--- src/rtl/jtframe_ddr_arb_pkg.sv ---
// Shared types and constants for the two-master DDR arbiter: state encoding,
// default starvation limit, status readback map and burst-length helper.
package jtframe_ddr_arb_pkg;

    typedef enum logic [1:0] {
        ST_IDLE = 2'd0,
        ST_GNT0 = 2'd1,
        ST_GNT1 = 2'd2
    } arb_state_e;

    localparam int unsigned MAXWAIT_DEF = 64;
    localparam int unsigned BEATW       = 9;

    localparam logic [7:0] ST_ADDR_FLAGS = 8'd0;
    localparam logic [7:0] ST_ADDR_BEATS = 8'd1;
    localparam logic [7:0] ST_ADDR_WAIT  = 8'd2;
    localparam logic [7:0] ST_ADDR_ERR   = 8'd3;

    // A burst count of zero still moves one beat.
    function automatic logic [BEATW-1:0] burst_beats(input logic [7:0] burstcnt);
        return (burstcnt == 8'd0) ? BEATW'(1) : BEATW'(burstcnt);
    endfunction

endpackage

--- src/rtl/jtframe_ddr_arb_cnt.sv ---
// Beat counter for the current grant; flags the beat that completes the burst.
module jtframe_ddr_arb_cnt
    import jtframe_ddr_arb_pkg::*;
(
    input  logic             clk,
    input  logic             rst_n,
    input  logic             load_i,
    input  logic             first_i,
    input  logic [BEATW-1:0] beats_i,
    input  logic             beat_i,
    output logic [BEATW-1:0] cnt_o,
    output logic             last_c_o
);

    logic [BEATW-1:0] cnt_q, cnt_d;
    logic [BEATW-1:0] total_q, total_d;

    // A write acceptance is itself the first beat, so it may also be the last.
    always_comb begin
        cnt_d    = cnt_q;
        total_d  = total_q;
        last_c_o = 1'b0;
        if (load_i) begin
            total_d  = beats_i;
            cnt_d    = first_i ? BEATW'(1) : '0;
            last_c_o = first_i && (beats_i == BEATW'(1));
        end else if (beat_i) begin
            cnt_d    = cnt_q + BEATW'(1);
            last_c_o = (cnt_d == total_q);
        end
    end

    always_ff @(posedge clk) begin
        if (!rst_n) begin
            cnt_q   <= '0;
            total_q <= '0;
        end else begin
            cnt_q   <= cnt_d;
            total_q <= total_d;
        end
    end

    assign cnt_o = cnt_q;

endmodule

--- src/rtl/jtframe_ddr_arb.sv ---
// Two-master DDR arbiter: m0 (real-time) has priority, m1 is forced in after
// waiting MAXWAIT cycles. Owner signals pass straight through while granted.
module jtframe_ddr_arb
    import jtframe_ddr_arb_pkg::*;
#(
    parameter int unsigned MAXWAIT = MAXWAIT_DEF
) (
    input  logic        clk,
    input  logic        rst_n,

    input  logic [31:3] m0_addr,
    input  logic [7:0]  m0_burstcnt,
    input  logic        m0_rd,
    input  logic        m0_we,
    input  logic [63:0] m0_din,
    input  logic [7:0]  m0_be,
    output logic        m0_busy,
    output logic [63:0] m0_dout,
    output logic        m0_dout_ready,

    input  logic [31:3] m1_addr,
    input  logic [7:0]  m1_burstcnt,
    input  logic        m1_rd,
    input  logic        m1_we,
    input  logic [63:0] m1_din,
    input  logic [7:0]  m1_be,
    output logic        m1_busy,
    output logic [63:0] m1_dout,
    output logic        m1_dout_ready,

    output logic        ddram_clk,
    output logic [31:3] ddram_addr,
    output logic [7:0]  ddram_burstcnt,
    output logic        ddram_rd,
    output logic        ddram_we,
    output logic [63:0] ddram_din,
    output logic [7:0]  ddram_be,
    input  logic        ddram_busy,
    input  logic [63:0] ddram_dout,
    input  logic        ddram_dout_ready,

    input  logic [7:0]  st_addr,
    output logic [7:0]  st_dout
);

    localparam int unsigned WAITW = $clog2(MAXWAIT + 1);

    arb_state_e       state_q, state_d;
    logic             rd_inprog_q, rd_inprog_d;
    logic             wr_inprog_q, wr_inprog_d;
    logic [WAITW-1:0] wait_q, wait_d;
    logic [7:0]       err_q, err_d;
    logic [7:0]       st_dout_q, st_dout_d;

    logic m0_req, m1_req, own0_act, own1_act, granted;
    logic own_rd, own_we, own_busy, accept, rd_beat, wr_beat, last_c;
    logic [BEATW-1:0] beat_cnt;

    assign m0_req   = m0_rd | m0_we;
    assign m1_req   = m1_rd | m1_we;
    // Reset gates the grant immediately so no command leaks during reset.
    assign own0_act = rst_n & (state_q == ST_GNT0);
    assign own1_act = rst_n & (state_q == ST_GNT1);
    assign granted  = own0_act | own1_act;

    assign own_rd         = own1_act ? m1_rd       : m0_rd;
    assign own_we         = own1_act ? m1_we       : m0_we;
    assign ddram_addr     = own1_act ? m1_addr     : m0_addr;
    assign ddram_burstcnt = own1_act ? m1_burstcnt : m0_burstcnt;
    assign ddram_din      = own1_act ? m1_din      : m0_din;
    assign ddram_be       = own1_act ? m1_be       : m0_be;
    assign ddram_clk      = clk;

    // Once a read is accepted the held request must not re-issue; rd wins over we.
    assign ddram_rd = granted & own_rd & ~rd_inprog_q;
    assign ddram_we = granted & own_we & ~own_rd & ~rd_inprog_q;
    assign accept   = (ddram_rd | ddram_we) & ~ddram_busy;
    assign own_busy = ddram_busy | rd_inprog_q;
    assign m0_busy  = ~own0_act | own_busy;
    assign m1_busy  = ~own1_act | own_busy;

    assign rd_beat       = granted & rd_inprog_q & ddram_dout_ready;
    assign wr_beat       = ddram_we & ~ddram_busy & wr_inprog_q;
    assign m0_dout       = ddram_dout;
    assign m1_dout       = ddram_dout;
    assign m0_dout_ready = rd_beat & own0_act;
    assign m1_dout_ready = rd_beat & own1_act;

    jtframe_ddr_arb_cnt u_cnt (
        .clk      (clk),
        .rst_n    (rst_n),
        .load_i   (accept & ~wr_inprog_q),
        .first_i  (ddram_we),
        .beats_i  (burst_beats(ddram_burstcnt)),
        .beat_i   (rd_beat | wr_beat),
        .cnt_o    (beat_cnt),
        .last_c_o (last_c)
    );

    // Next-state, starvation counter, stray-beat counter and status mux.
    always_comb begin
        state_d     = state_q;
        rd_inprog_d = rd_inprog_q;
        wr_inprog_d = wr_inprog_q;
        wait_d      = wait_q;
        err_d       = err_q;
        st_dout_d   = 8'd0;

        case (state_q)
            ST_IDLE: begin
                if (m0_req && (wait_q < WAITW'(MAXWAIT))) state_d = ST_GNT0;
                else if (m1_req)                            state_d = ST_GNT1;
            end
            ST_GNT0, ST_GNT1: begin
                if (accept && !wr_inprog_q) begin
                    rd_inprog_d = ddram_rd;
                    wr_inprog_d = ddram_we;
                end
                if (last_c) begin
                    state_d     = ST_IDLE;
                    rd_inprog_d = 1'b0;
                    wr_inprog_d = 1'b0;
                end
            end
            default: state_d = ST_IDLE;
        endcase

        if (m1_req && !own1_act && (wait_q < WAITW'(MAXWAIT))) wait_d = wait_q + WAITW'(1);
        if ((state_q == ST_IDLE) && (state_d == ST_GNT1))      wait_d = '0;

        if (ddram_dout_ready && !rd_beat && (err_q != 8'hff)) err_d = err_q + 8'd1;

        case (st_addr)
            ST_ADDR_FLAGS: st_dout_d = {2'b00, 2'(state_q), m1_req, m0_req,
                                        ddram_busy, ddram_dout_ready};
            ST_ADDR_BEATS: st_dout_d = beat_cnt[7:0];
            ST_ADDR_WAIT:  st_dout_d = 8'(wait_q);
            ST_ADDR_ERR:   st_dout_d = err_q;
            default:       st_dout_d = 8'd0;
        endcase
    end

    always_ff @(posedge clk) begin
        if (!rst_n) begin
            state_q     <= ST_IDLE;
            rd_inprog_q <= 1'b0;
            wr_inprog_q <= 1'b0;
            wait_q      <= '0;
            err_q       <= 8'd0;
            st_dout_q   <= 8'd0;
        end else begin
            state_q     <= state_d;
            rd_inprog_q <= rd_inprog_d;
            wr_inprog_q <= wr_inprog_d;
            wait_q      <= wait_d;
            err_q       <= err_d;
            st_dout_q   <= st_dout_d;
        end
    end

    assign st_dout = st_dout_q;

endmodule
--- config.mk ---
export PLATFORM = sky130hd
export DESIGN_NAME = jtframe_ddr_arb
export DESIGN_NICKNAME = d
export VERILOG_FILES = /design/src/rtl/jtframe_ddr_arb_pkg.sv /design/src/rtl/jtframe_ddr_arb_cnt.sv /design/src/rtl/jtframe_ddr_arb.sv
export SDC_FILE = /design/constraint.sdc
export NUM_CORES = 1
export LEC_CHECK = 0
export ABC_AREA = 1
export BUFFER_PORTS_ARGS = -buffer_cell sky130_fd_sc_hd__buf_2
export CAP_MARGIN = 10
export CORE_AREA = 2 2 211 213
export CTS_CLUSTER_SIZE = 16
export DETAILED_ROUTE_END_ITERATION = 16
export DIE_AREA = 0 0 213 215
export SYNTH_ARGS = -nofsm -noshare
export SYNTH_HDL_FRONTEND = slang
export SYNTH_HIERARCHICAL = 1
export SYNTH_SLANG_ARGS = --single-unit
--- constraint.sdc ---
create_clock -name clk -period 5.34 [get_ports clk]
set_input_delay 1.068 -clock clk [delete_from_list [all_inputs] [get_ports clk]]
set_output_delay 1.068 -clock clk [all_outputs]
set_load 0.02 [all_outputs]
==> results of run 1 <==
worst max-delay path: stages:
cell and delay [ns]:
clkbuf_16 0.12, clkbuf_16 0.13, buf_2 0.16
flip-flops by register name, summed over array words and instances (netlist names):
| name | cells |
|---|---|
| wait_q | 7 |
| rd_inprog_q | 1 |
| wr_inprog_q | 1 |
| u_cnt/total_q | 9 |
| state_q | 2 |
| st_dout | 8 |
| u_cnt/cnt_o | 9 |
| err_q | 8 |
cells in the mapped netlist, types with 2 or more instances:
| cell | n |
|---|---|
| inv_1 | 63 |
| nand4_1 | 7 |
| o21ai_0 | 27 |
| clkbuf_1 | 7 |
| buf_4 | 130 |
| o21ai_1 | 3 |
| buf_2 | 22 |
| a21oi_1 | 25 |
| nand3_1 | 39 |
| nand2_1 | 429 |
| xor2_1 | 5 |
| nand2_2 | 3 |
| dfxtp_1 | 45 |
| nor4_1 | 2 |
| nand3b_1 | 3 |
| nor2_2 | 2 |
| buf_6 | 2 |
| or2_1 | 4 |
| ha_1 | 7 |
| xnor2_1 | 2 |
| inv_2 | 2 |
| nor3_1 | 5 |
| nor2_1 | 52 |
| nor4_4 | 2 |
| or2_2 | 3 |
per-layer routing:
layer  up-vias  wire (um)  GRT usage, %
met1      2675      11980         14.98
met4         0       1053         4.336
li1       3054          -             -
met2       423      13510         20.35
met5         -          0             0
met3        49       3237         5.202
cell type report:
type	count	area (sq um)
fill	5142	36940
multi-input combinational	632	2760
timing repair buffer	359	1829
sequential	45	900.9
tap	592	740.7
inverter	66	250.2
clock buffer	10	209.0
clock inverter	2	10.01
report_power, final:
part | switching [mW] | internal [mW]
clock network | 0.165 | 0.273
registers | 0.00998 | 0.346
logic | 0.247 | 0.150
total | 0.423 | 0.769
per-stage QoR:
step	hold WS, ns	cell area [sq um]
6_report	0.4735	6700
5_1_grt	0.4870	6700
4_1_cts	0.4748	6700
3_5_place_dp	0.4656	6486
3_3_place_gp	0.4677	6486
2_1_floorplan	0.4447	5042
worst paths after layout:
kind                            to  cells past startpoint
hold / removal    u_cnt/total_q[5]                      2
setup reg to reg         wait_q[6]                     18
setup / recovery         ddram_clk                      3
hold reg to reg   u_cnt/total_q[5]                      2
cell families after synthesis:
logic type / after synthesis
buffers and inverters: 228
and+or+nand+nor: 555
muxes: 1
adders and majority gates: 7
xor gates and xnor gates: 7
AOI/OAI and AO/OA: 60
other: 1
DFF: 45
==> results.md, run 1 <==
Yosys:
- The simple-gate share of the synthesized area is 45.12%.
- The fraction of the mapped netlist area in compound gates is 6.233%.
- The count of yosys warnings during synthesis is 6.
- In this run, synthesis inferred 0 flip-flops with an integrated enable.
- Of the post-synthesis cell area, the part taken by muxes is 0.2235%.
- After Yosys synthesis, XOR and XNOR cells account for 1.217% of the synthesized area.
- The biggest area contributor in the post-synthesis netlist is nand2_1.
- The post-synthesis instance total is 904.
- The share of synthesized cell area in full adder, half adder and majority cells is 1.738%.
- The register area share after synthesis is 17.88%.
- In the synthesized netlist the async set-or-reset flop fraction comes to 0%.
- The most used flip-flop cell after synthesis is dfxtp_1.
- The number of distinct library cells after synthesis is 38.
- By area, the combinational part of the netlist is dominated by simple AND/OR/NAND/NOR gates.
- In this run the cell area of the synthesized design comes to 5039 sq um.
- The fraction of synthesized cell area taken by the top area cell type is 31.96%.
- Synthesis inferred 45 register bits.
- Ranked by total cell area, the synthesized netlist is headed by nand2_1 (32%), buf_4 (19%), dfxtp_1 (18%).
- The average instance in the mapped netlist occupies 5.574 sq um.

Hold path:
- The critical hold path startpoint is u_cnt/total_q[5].
- The type of the most critical hold path is reg2reg.

STA:
- The transition time at the pin with the least slew margin is 0.5753 ns.
- Setup repair after global routing left no endpoint under its margin.
- Derived from the worst setup path, the maximum achievable clock frequency is 243.6 MHz.
- The headroom to the max-slew limit is 61.24%.
- The total setup violations reported at the end of the flow is 0.
- The period utilization is 77.68%.
- The final critical-path setup slack is 1.192 ns.
- Setup total negative slack on the finished layout was measured at 0 ns.
- The smallest clock period supported by the final layout is computed as 4.148 ns.
- The count of final hold-check violations is 0.
- On the final layout, the worst clock skew is 0.003717 ns.
- The final number of max-transition violations is 0.

Global route:
- The total overflow left after global routing is 0.
- The number of antenna violations at the first check in global routing is 13.
- The total track usage is 12.61%.
- The pin count of the biggest net entering global routing is 95.
- The first-pass GRT wire length is 40,410 um.
- The via count of the first global-routing pass is 5,581.

Floorplanning:
- The die footprint is 45,800 sq um.
- The core region is 43,640 sq um.
- The floorplan step set the die height to 215 um.
- From left edge to right edge, the die measures 213 um.
- 550 I/O pins were placed.
- For this configuration, the core starts out at a cell density of 11.54%.
- The placement row count is 77.

Finish:
- The area growth from synthesis to layout is 32.98%.
- The net count of the finished layout is 1,418.
- The commonest non-fill, non-tap cell in the layout is nand2_1.
- The count of cells in the finished layout, fillers not included, comes to 1,706.
- In the layout the commonest cells are nand2_1 (429), buf_2 (357), inv_1 (63).
- Of the cells placed in the final design, the portion with a size suffix greater than 1 is 34.83%.
- 0 antenna diodes ended up in the layout.
- At the end of the flow the core is filled with cells to 15.35%.

Power and ir drop:
- The leakage component of the power is 3.664 nW.
- The completed layout was analyzed and its total power is 1.191 mW.
- The power density over the cells is 177.8 nW/um^2.
- IR analysis of the VDD net gives a maximum drop of 0.1282 mV.

Placement:
- The instance count after placement with tap cells included is 1,695.
- Input and output buffers added on the ports amount to 357.
- The weighted congestion reported at the end of routability-driven placement is 0.9452.
- Before CTS, the worst setup slack after placement is 1.143 ns.
- Detailed placement finished with a half-perimeter wire length of 26,240 um.

Routing:
- For this run, design rule violations remaining after detail routing come to 0.
- The count of TritonRoute iterations in the first routing pass is 5.
- After detailed routing, the average wire length per cell comes to 17.46 um.
- The number of vias per cell after detailed routing is 3.635.
- Detailed routing inserted a total of 6,201 vias.
- The detail route stage leaves a number of antenna-violating nets equal to 0.
- The first-iteration detailed-routing DRC count is 421.
- The wire length after detailed routing is 29,780 um.

Clock tree:
- Gates resized during post-CTS repair numbered 0.
- Clock-pin slew was measured on the worst setup and hold paths at 0.06 ns.
- The post-CTS setup buffer count is 0.
- TritonCTS built the clock tree.
- Hold repair after CTS inserted 0 buffers.
- The later pin in the worst-skew pair is clocked with a latency of 0.40 ns.

Critical path:
- Setup slack on the worst reg-to-reg path comes out at 2.01 ns.
- The maximum net fanout on the critical path is 2.
- The critical path class is clk2out.
- For the worst setup path, the data arrival time is 3.08 ns.
- The required time of the worst setup path is 4.27 ns.
- The endpoint kind of the worst setup timing path is an output port.
- The source of the worst register-to-register timing path is state_q[0].
- The worst setup path is launched from a clock port.
- In this run the worst setup path begins at clk.

Status:
- The run finished with clean final reports.

Run:
- The total of max-cap violations is 0.
Note: power is estimated with default switching activity, not from simulation.
==> run 2: changes to the inputs <==
--- a/config.mk
+++ b/config.mk
@@ -5,7 +5,7 @@
 export SDC_FILE = /design/constraint.sdc
 export NUM_CORES = 1
 export LEC_CHECK = 0
-export ABC_AREA = 1
+export ABC_AREA = 0
 export BUFFER_PORTS_ARGS = -buffer_cell sky130_fd_sc_hd__buf_2
 export CAP_MARGIN = 10
 export CORE_AREA = 2 2 211 213
==> constraint.sdc (replaced) <==
create_clock -name clk -period 3.7 [get_ports clk]
set_input_delay 0.74 -clock clk [delete_from_list [all_inputs] [get_ports clk]]
set_output_delay 0.74 -clock clk [all_outputs]
set_load 0.02 [all_outputs]
==> run 2 against run 1 <==
- flip-flop and latch count unchanged
- area after synthesis up 0.12%
- sequential share of layout area down 0.11 points
- sequential power up 43%
- register-to-register slack worse by 1.6 ns
- wire length down 1.3%
- via count down 4.8%
- worst setup slack worse by 0.80 ns
- critical path type is now reg2reg
- critical endpoint is now wait_q[4]
==> results.md, run 2 <==
Finish:
- The utilization of the core after routing is 15.48% (+0.12 points).
- The layout overhead on the synthesized area is 33.88%.
- The fill cell instance count of the final layout is 5,055 (-1.7%).
- In the layout the commonest cells are buf_2 (357), nand2_1 (327), dfxtp_1 (45).
- The register area came to 900.9 sq um (unchanged).
- Leaving out fill and tap cells, the most frequent cell in the layout is buf_2.
- The number of nets in the layout was 1,290 (-9.0%).
- The combined area of the multi-input logic cells came to 2978 sq um (+7.9%).
- The post-route cell area is 6754 sq um (+0.80%).
- The share of post-route cells with drive strength above 1 came to 41.28% (+6.4 points).

Yosys:
- The fraction of registers with async set or reset after synthesis is 0% (unchanged).
- The synthesized design spends more area on one cell type than any other, namely nand2_1.
- The register area share after synthesis is 17.86% (-0.022 points).
- The number of distinct library cells after synthesis is 60 (+58%).
- In the synthesized netlist, the cells that appear most often are nand2_1 (327), buf_4 (130), dfxtp_1 (45).
- The average cell area after synthesis is 6.509 sq um (+17%).
- The mapped cell area is 5045 sq um (+0.12%).
- The number of synthesized flops with an enable pin is 0 (unchanged).
- In the post-synthesis netlist, the biggest area contributors are nand2_1 (24%), buf_4 (19%), dfxtp_1 (18%).
- The post-synthesis instance total is 775 (-14%).
- The flip-flop and latch count after synthesis is 45 (unchanged).
- The most common cell in the synthesized netlist is nand2_1.
- For this run, the leading register cell type out of synthesis is dfxtp_1.
- The fraction of synthesized cell area taken by the top area cell type is 24.33% (-7.6 points).
- The count of yosys warnings during synthesis was 6 (unchanged).

Power and ir drop:
- The proportion of power drawn by combinational gates is 33.8% (+0.5 points).
- The leakage component of the power is 3.474 nW (-5.2%).
- The switching power of the nets came to 0.6045 mW (+43%).
- The clock group share of total power is 36.8% (about the same).
- The total power of the final layout is 1.734 mW (+46%).
- The design internal power was 1.129 mW (+47%).
- The switching fraction of total power is 34.86% (-0.60 points).
- The fraction of power consumed by sequential logic was 29.4% (-0.5 points).
- The power density over the cells came to 256.7 nW/um^2 (+44%).
- The highest ir drop seen on vdd is 0.3366 mV (+160%).

STA:
- The final number of max-transition violations is 0 (unchanged).
- The headroom to the max-slew limit is 53.81% (-7.4 points).
- The clock tree skew after final layout came to 0.008233 ns (+0.004516 ns).
- After layout, the worst path uses 89.50% of the clock period.
- Derived from the worst setup path, the maximum achievable clock frequency is 302.0 MHz.
- The total setup violations reported at the end of the flow is 0 (unchanged).
- The transition time at the pin with the least slew margin is 0.6875 ns (+0.1121 ns).
- Setup repair after global routing left no endpoint under its margin.
- The count of final hold-check violations is 0 (unchanged).
- The minimum period implied by the final worst setup slack is 3.312 ns.
- The aggregate negative setup slack is 0 ns (unchanged).
- The worst hold margin came to 0.5342 ns (+0.06077 ns).

Global route:
- The global route total overflow was 0 (unchanged).
- The pin count of the biggest net entering global routing is 74 (-22%).
- The via count of the first global-routing pass is 5,322 (-4.6%).
- The total track usage came to 11.72% (-0.89 points).
- The first-pass GRT wire length came to 37,820 um (-6.4%).
- The number of antenna violations at the first check in global routing is 16 (+3).

Routing:
- The count of TritonRoute iterations in the first routing pass came to 5 (unchanged).
- The number of nets with antenna violations after routing is 0 (unchanged).
- The number of vias per cell after detailed routing is 3.730 (+2.6%).
- The wire length after detailed routing was 29,400 um (-1.3%).
- The average wire per cell in the routed design is 18.57 um (+6.4%).
- The first-iteration detailed-routing DRC count was 418 (-0.71%).
- The post-route DRC violation count came to 0 (unchanged).
- The total number of vias is 5,905 (-4.8%).

Floorplanning:
- The vertical die dimension is 215 um (unchanged).
- The die footprint was 45,800 sq um (unchanged).
- The floorplan die width is 213 um (unchanged).
- The number of top-level design ports is 550 (unchanged).
- The initial core utilization is 11.56% (+0.014 points).
- The placement row count is 77 (unchanged).
- The core area came to 43,640 sq um (unchanged).

Run:
- The total of max-cap violations is 0 (unchanged).

Clock tree:
- The clock transition at the registers of the reported paths is 0.07 ns (about the same).
- TritonCTS built the clock tree.
- The number of hold buffers added after cts came to 0 (unchanged).
- The clock latency on the worst-skew pair is 0.40 ns (about the same).

Placement:
- The half-perimeter wire length after detailed placement is 25,770 um (-1.8%).
- The number of buffers added on ports was 357 (unchanged).
- The weighted congestion reported at the end of routability-driven placement is 0.9266 (-2.0%).
- The placed instance area is 6518 sq um (+0.48%).

Hold path:
- The worst hold path belongs to the class reg2reg.

Critical path:
- The required time of the worst setup path is 3.99 ns (-0.28 ns).
- The type of element launching the critical path is a flip-flop.
- The endpoint kind of the worst setup timing path is a flip-flop.
- The endpoint arrival time on the critical path is 3.60 ns (+0.52 ns).
- The critical path in this run is classified as reg2reg.
- The maximum net fanout on the critical path is 59 (+57).

Status:
- The flow ran to the end, and the final reports show no timing, DRC or antenna violations.
run 2: changes by cell type after synthesis, moves of 18 or more:
cell | before | now
o21ai_0 | 27 | 9
inv_1 | 63 | 6
nand3_1 | 39 | 14
nand2_1 | 429 | 327
nor2_1 | 52 | 27
run 2: cell families (layout without fill, tap and decap cells):
group / count (synthesis) / after routing / synth area share [%]
and+or+nand+nor: 441 / 441 / 38.24
buffers and inverters: 175 / 385 / 23.29
AOI/OAI and AO/OA: 53 / 53 / 7.044
DFF: 45 / 45 / 17.86
muxes: 31 / 31 / 7.664
xor gates and xnor gates: 22 / 22 / 4.092
adders and majority gates: 7 / 7 / 1.736
other: 1 / 7 / 0.07433
run 2: repair_timing:
item,in CTS,in global routing
buffers inserted,0,0
gates resized for setup,0,2
endpoints found under the setup margin,0,7
run 2: worst max-delay path, stage by stage, from the launching register on:
cell,delay [ns]
dfxtp_1,0.41
inv_1,0.11
ha_2,0.30
nand2_4,0.18
buf_4,0.49
mux2_2,0.41
nor4b_1,0.33
nand3_1,0.15
o21ai_1,0.15
nor2b_1,0.10
o21ai_0,0.19
a31o_2,0.28
nor2_1,0.07
run 2: layout make-up:
type | instances | area share, %
diodes | 5 | 0.1853
repair buffers | 366 | 27.68
well taps | 592 | 10.97
inverters | 7 | 0.3890
clock inverters | 3 | 0.3149
clock buffers | 9 | 3.038
flip-flops and latches | 45 | 13.34
multi-input cells | 556 | 44.09
run 2: through the flow:
stage | setup slack [ns] | instances
floorplan | 0.5242 | 776
global placement | 0.3876 | 1567
detailed placement | 0.2387 | 1567
CTS | 0.2240 | 1578
global route | 0.07579 | 1579
finish | 0.3885 | 1583
run 2: final timing paths:
path / startpoint / to / slack, ns / cells after the start
max: state_q[0] / wait_q[4] / 0.39 / 12
min: err_q[7] / err_q[7] / 0.53 / 2
max reg2reg: state_q[0] / wait_q[4] / 0.39 / 12
min reg2reg: err_q[7] / err_q[7] / 0.53 / 2
run 2: power by group through the flow:
| stage | Sequential (mW) | Combinational (mW) | Clock (mW) |
|---|---|---|---|
| 2_1_floorplan | 0.516 | 0.503 | 0.0316 |
| 3_3_place_gp | 0.520 | 0.581 | 0.0252 |
| 3_5_place_dp | 0.521 | 0.587 | 0.0252 |
| 4_1_cts | 0.510 | 0.590 | 0.651 |
| 5_1_grt | 0.511 | 0.634 | 0.672 |
| 6_report | 0.510 | 0.586 | 0.638 |
run 2: routing by layer:
| metal | vias to the layer above | wire length [um] | part of all wire (%) | GRT usage [%] |
|---|---|---|---|---|
| li1 | 2797 | - | - | - |
| met1 | 2681 | 11320 | 39 | 12.86 |
| met2 | 396 | 13950 | 47 | 20.30 |
| met3 | 31 | 3671 | 12 | 5.568 |
| met4 | 0 | 458 | 1.6 | 2.634 |
| met5 | - | 0 | 0 | 0 |
==> run 3: changes to the inputs <==
==> constraint.sdc (replaced) <==
create_clock -name clk -period 3.7 [get_ports clk]
set_input_delay 0.37 -clock clk [delete_from_list [all_inputs] [get_ports clk]]
set_output_delay 0.37 -clock clk [all_outputs]
set_load 0.02 [all_outputs]
==> run 3 against run 2 <==
- critical path depth increased by 2
- combinational power decreased by 1%
- maximum frequency decreased by 2.0%
- flip-flop and latch count unchanged
- clock skew decreased by 0.0025 ns
- non-clock buffer count decreased by 3
- first-iteration DRC count decreased by 4.1%
- worst setup slack got worse by 0.066 ns
- global-route usage increased by 0.051 points
- sequential share of layout area about the same
- worst hold slack got worse by 0.23 ns
- total power increased by 2.2%
- largest cell class unchanged
==> results.md, run 3 (synthesis gave the netlist of run 2 again) <==
Status:
- The flow ran to the end, and the final reports show no timing, DRC or antenna violations.

Critical path:
- The register-to-register setup slack is 0.32 ns (-0.07 ns).
- The critical path class is reg2reg.
- The cell count of the worst reg-to-reg path is 14 (+2).
- The endpoint arrival time on the critical path came to 3.66 ns (+0.06 ns).
- The capture point of the worst reg-to-reg path is wait_q[2].
- In this run the critical register-to-register path is launched from state_q[1].
- The required time of the worst setup path is 3.99 ns (about the same).
- The worst setup path startpoint is state_q[1].
- The type of element launching the critical path is a flip-flop.
- The maximum net fanout on the critical path is 7 (-88%).
- The most critical setup path has its endpoint at wait_q[2].
- The endpoint kind of the worst setup timing path is a flip-flop.

Routing:
- The detailed router used layers up to and including met5.
- The wire length after detailed routing is 29,180 um (-0.77%).
- The count of TritonRoute iterations in the first routing pass came to 5 (unchanged).
- The total length of routed met2 wires came to 12,760 um (-8.5%).
- The total number of vias came to 5,937 (+0.54%).
- The number of vias per cell after detailed routing is 3.755 (+0.67%).
- The number of nets with antenna violations after routing is 0 (unchanged).
- The post-route DRC violation count is 0 (unchanged).
- The first-iteration detailed-routing DRC count is 401 (-4.1%).
- The met3 routed wirelength is 4251 um (+16%).
- The average wire per cell in the routed design is 18.45 um (-0.64%).
- The detailed-routing wirelength on met1 is 10,640 um (-6.0%).

Global route:
- The via count of the first global-routing pass is 5,573 (+4.7%).
- The total track usage is 11.77% (+0.051 points).
- The global route total overflow came to 0 (unchanged).
- The first-pass GRT wire length is 38,180 um (+0.97%).
- The pin count of the biggest net entering global routing is 71 (-4.1%).
- The number of antenna violations at the first check in global routing is 18 (+2).

Clock tree:
- The post-cts resize count is 0 (unchanged).
- The clock transition at the registers of the reported paths is 0.06 ns (about the same).
- The number of hold buffers added after cts was 0 (unchanged).
- The TritonCTS clock tree is done.
- The post-CTS setup buffer count came to 0 (unchanged).
- The clock latency on the worst-skew pair came to 0.40 ns (about the same).

Run:
- The total of max-cap violations is 0 (unchanged).

Finish:
- The utilization of the core after routing is 15.44% (-0.037 points).
- The combined area of the multi-input logic cells is 2978 sq um (unchanged).
- The number of nets in the layout came to 1,287 (-0.23%).
- The fill cell instance count of the final layout is 5,105 (+0.99%).
- The register area came to 900.9 sq um (unchanged).
- The share of post-route cells with drive strength above 1 was 41.04% (-0.24 points).
- The area growth from synthesis to layout is 33.56%.
- Leaving out fill and tap cells, the most frequent cell in the layout is buf_2.
- The top cell types in the final layout, fill and taps aside, are buf_2 (357), nand2_1 (327), dfxtp_1 (45).

Floorplanning:
- The vertical die dimension is 215 um (unchanged).
- The placement row count is 77 (unchanged).
- The die footprint is 45,800 sq um (unchanged).
- The core area came to 43,640 sq um (unchanged).
- The floorplan die width is 213 um (unchanged).
- The number of top-level design ports was 550 (unchanged).
- The initial core utilization came to 11.56% (unchanged).

STA:
- The count of final hold-check violations is 0 (unchanged).
- The clock tree skew after final layout is 0.005767 ns (-0.002466 ns).
- The total setup violations reported at the end of the flow is 0 (unchanged).
- The final number of max-transition violations came to 0 (unchanged).
- The transition time at the pin with the least slew margin is 0.8232 ns (+0.1357 ns).
- The headroom to the max-slew limit is 45.12% (-8.7 points).
- The period utilization is 91.29% (+1.8 points).
- Setup repair after global routing left no endpoint under its margin.
- The worst hold margin is 0.3091 ns (-0.2251 ns).
- The aggregate negative setup slack is 0 ns (unchanged).
- The upper clock frequency limit is 296.1 MHz (-2.0%).
- The minimum period implied by the final worst setup slack is 3.378 ns (+0.06615 ns).

Hold path:
- The worst hold path belongs to the class in2reg.

Power and ir drop:
- The highest ir drop seen on vdd came to 0.4228 mV (+26%).
- The leakage component of the power came to 3.466 nW (-0.23%).
- The power density over the cells is 263.0 nW/um^2 (+2.4%).

Placement:
- The half-perimeter wire length after detailed placement is 25,630 um (-0.54%).
- The number of buffers added on ports was 357 (unchanged).
- The weighted congestion reported at the end of routability-driven placement came to 0.8589 (-7.3%).
[run 3: worst min path at each step]
stage	to	cells after the start	slack, ns	start
final	st_dout[1]	3	0.31	st_addr[4]
after global routing	st_dout[1]	3	0.33	st_addr[6]
after CTS	st_dout[1]	3	0.31	st_addr[6]
after detailed placement	ddram_clk	1	0.50	clk
after global placement	err_q[7]	2	0.50	err_q[7]
after floorplan	err_q[7]	2	0.47	err_q[7]
[run 3: critical path, cell delays in order, from the launching register on]
cell	delay, ns
dfxtp_1	0.35
inv_1	0.12
ha_1	0.31
nand3b_1	0.10
o21ai_0	0.29
nand3_1	0.14
a21oi_1	0.20
nor4b_1	0.33
nand2_1	0.08
or4_1	0.52
o21ai_1	0.20
nor2b_1	0.10
o21ai_0	0.20
a31o_2	0.27
nor2_1	0.07
[run 3: layer usage]
layer	global-route usage [%]	up-vias
met4	5.921	2
met1	12.44	2648
met5	0.4310	-
met2	18.94	435
li1	-	2795
met3	6.225	57
[run 3: through the flow]
stage / instance area (sq um) / cells / worst slack (ns) / power [mW]
finish: 6738 / 1581 / 0.3223 / 1.772
global route: 6725 / 1576 / 0.05449 / 1.861
CTS: 6718 / 1574 / 0.2539 / 1.786
detailed placement: 6482 / 1564 / 0.3056 / 1.126
global placement: 6482 / 1564 / 0.4583 / 1.120
floorplan: 5049 / 776 / 0.5817 / 1.051
[run 3: area by class of cell]
| cell class | count | area share, % |
|---|---|---|
| well taps | 592 | 10.99 |
| flip-flops and latches | 45 | 13.37 |
| inverters | 7 | 0.3900 |
| multi-input cells | 556 | 44.20 |
| clock inverters | 2 | 0.5200 |
| repair buffers | 363 | 27.22 |
| diodes | 7 | 0.2600 |
| clock buffers | 9 | 3.046 |
[run 3: where the power goes]
| part | switching (mW) | internal, mW |
|---|---|---|
| clock network | 0.222 | 0.459 |
| registers | 0.0145 | 0.497 |
| logic | 0.347 | 0.233 |
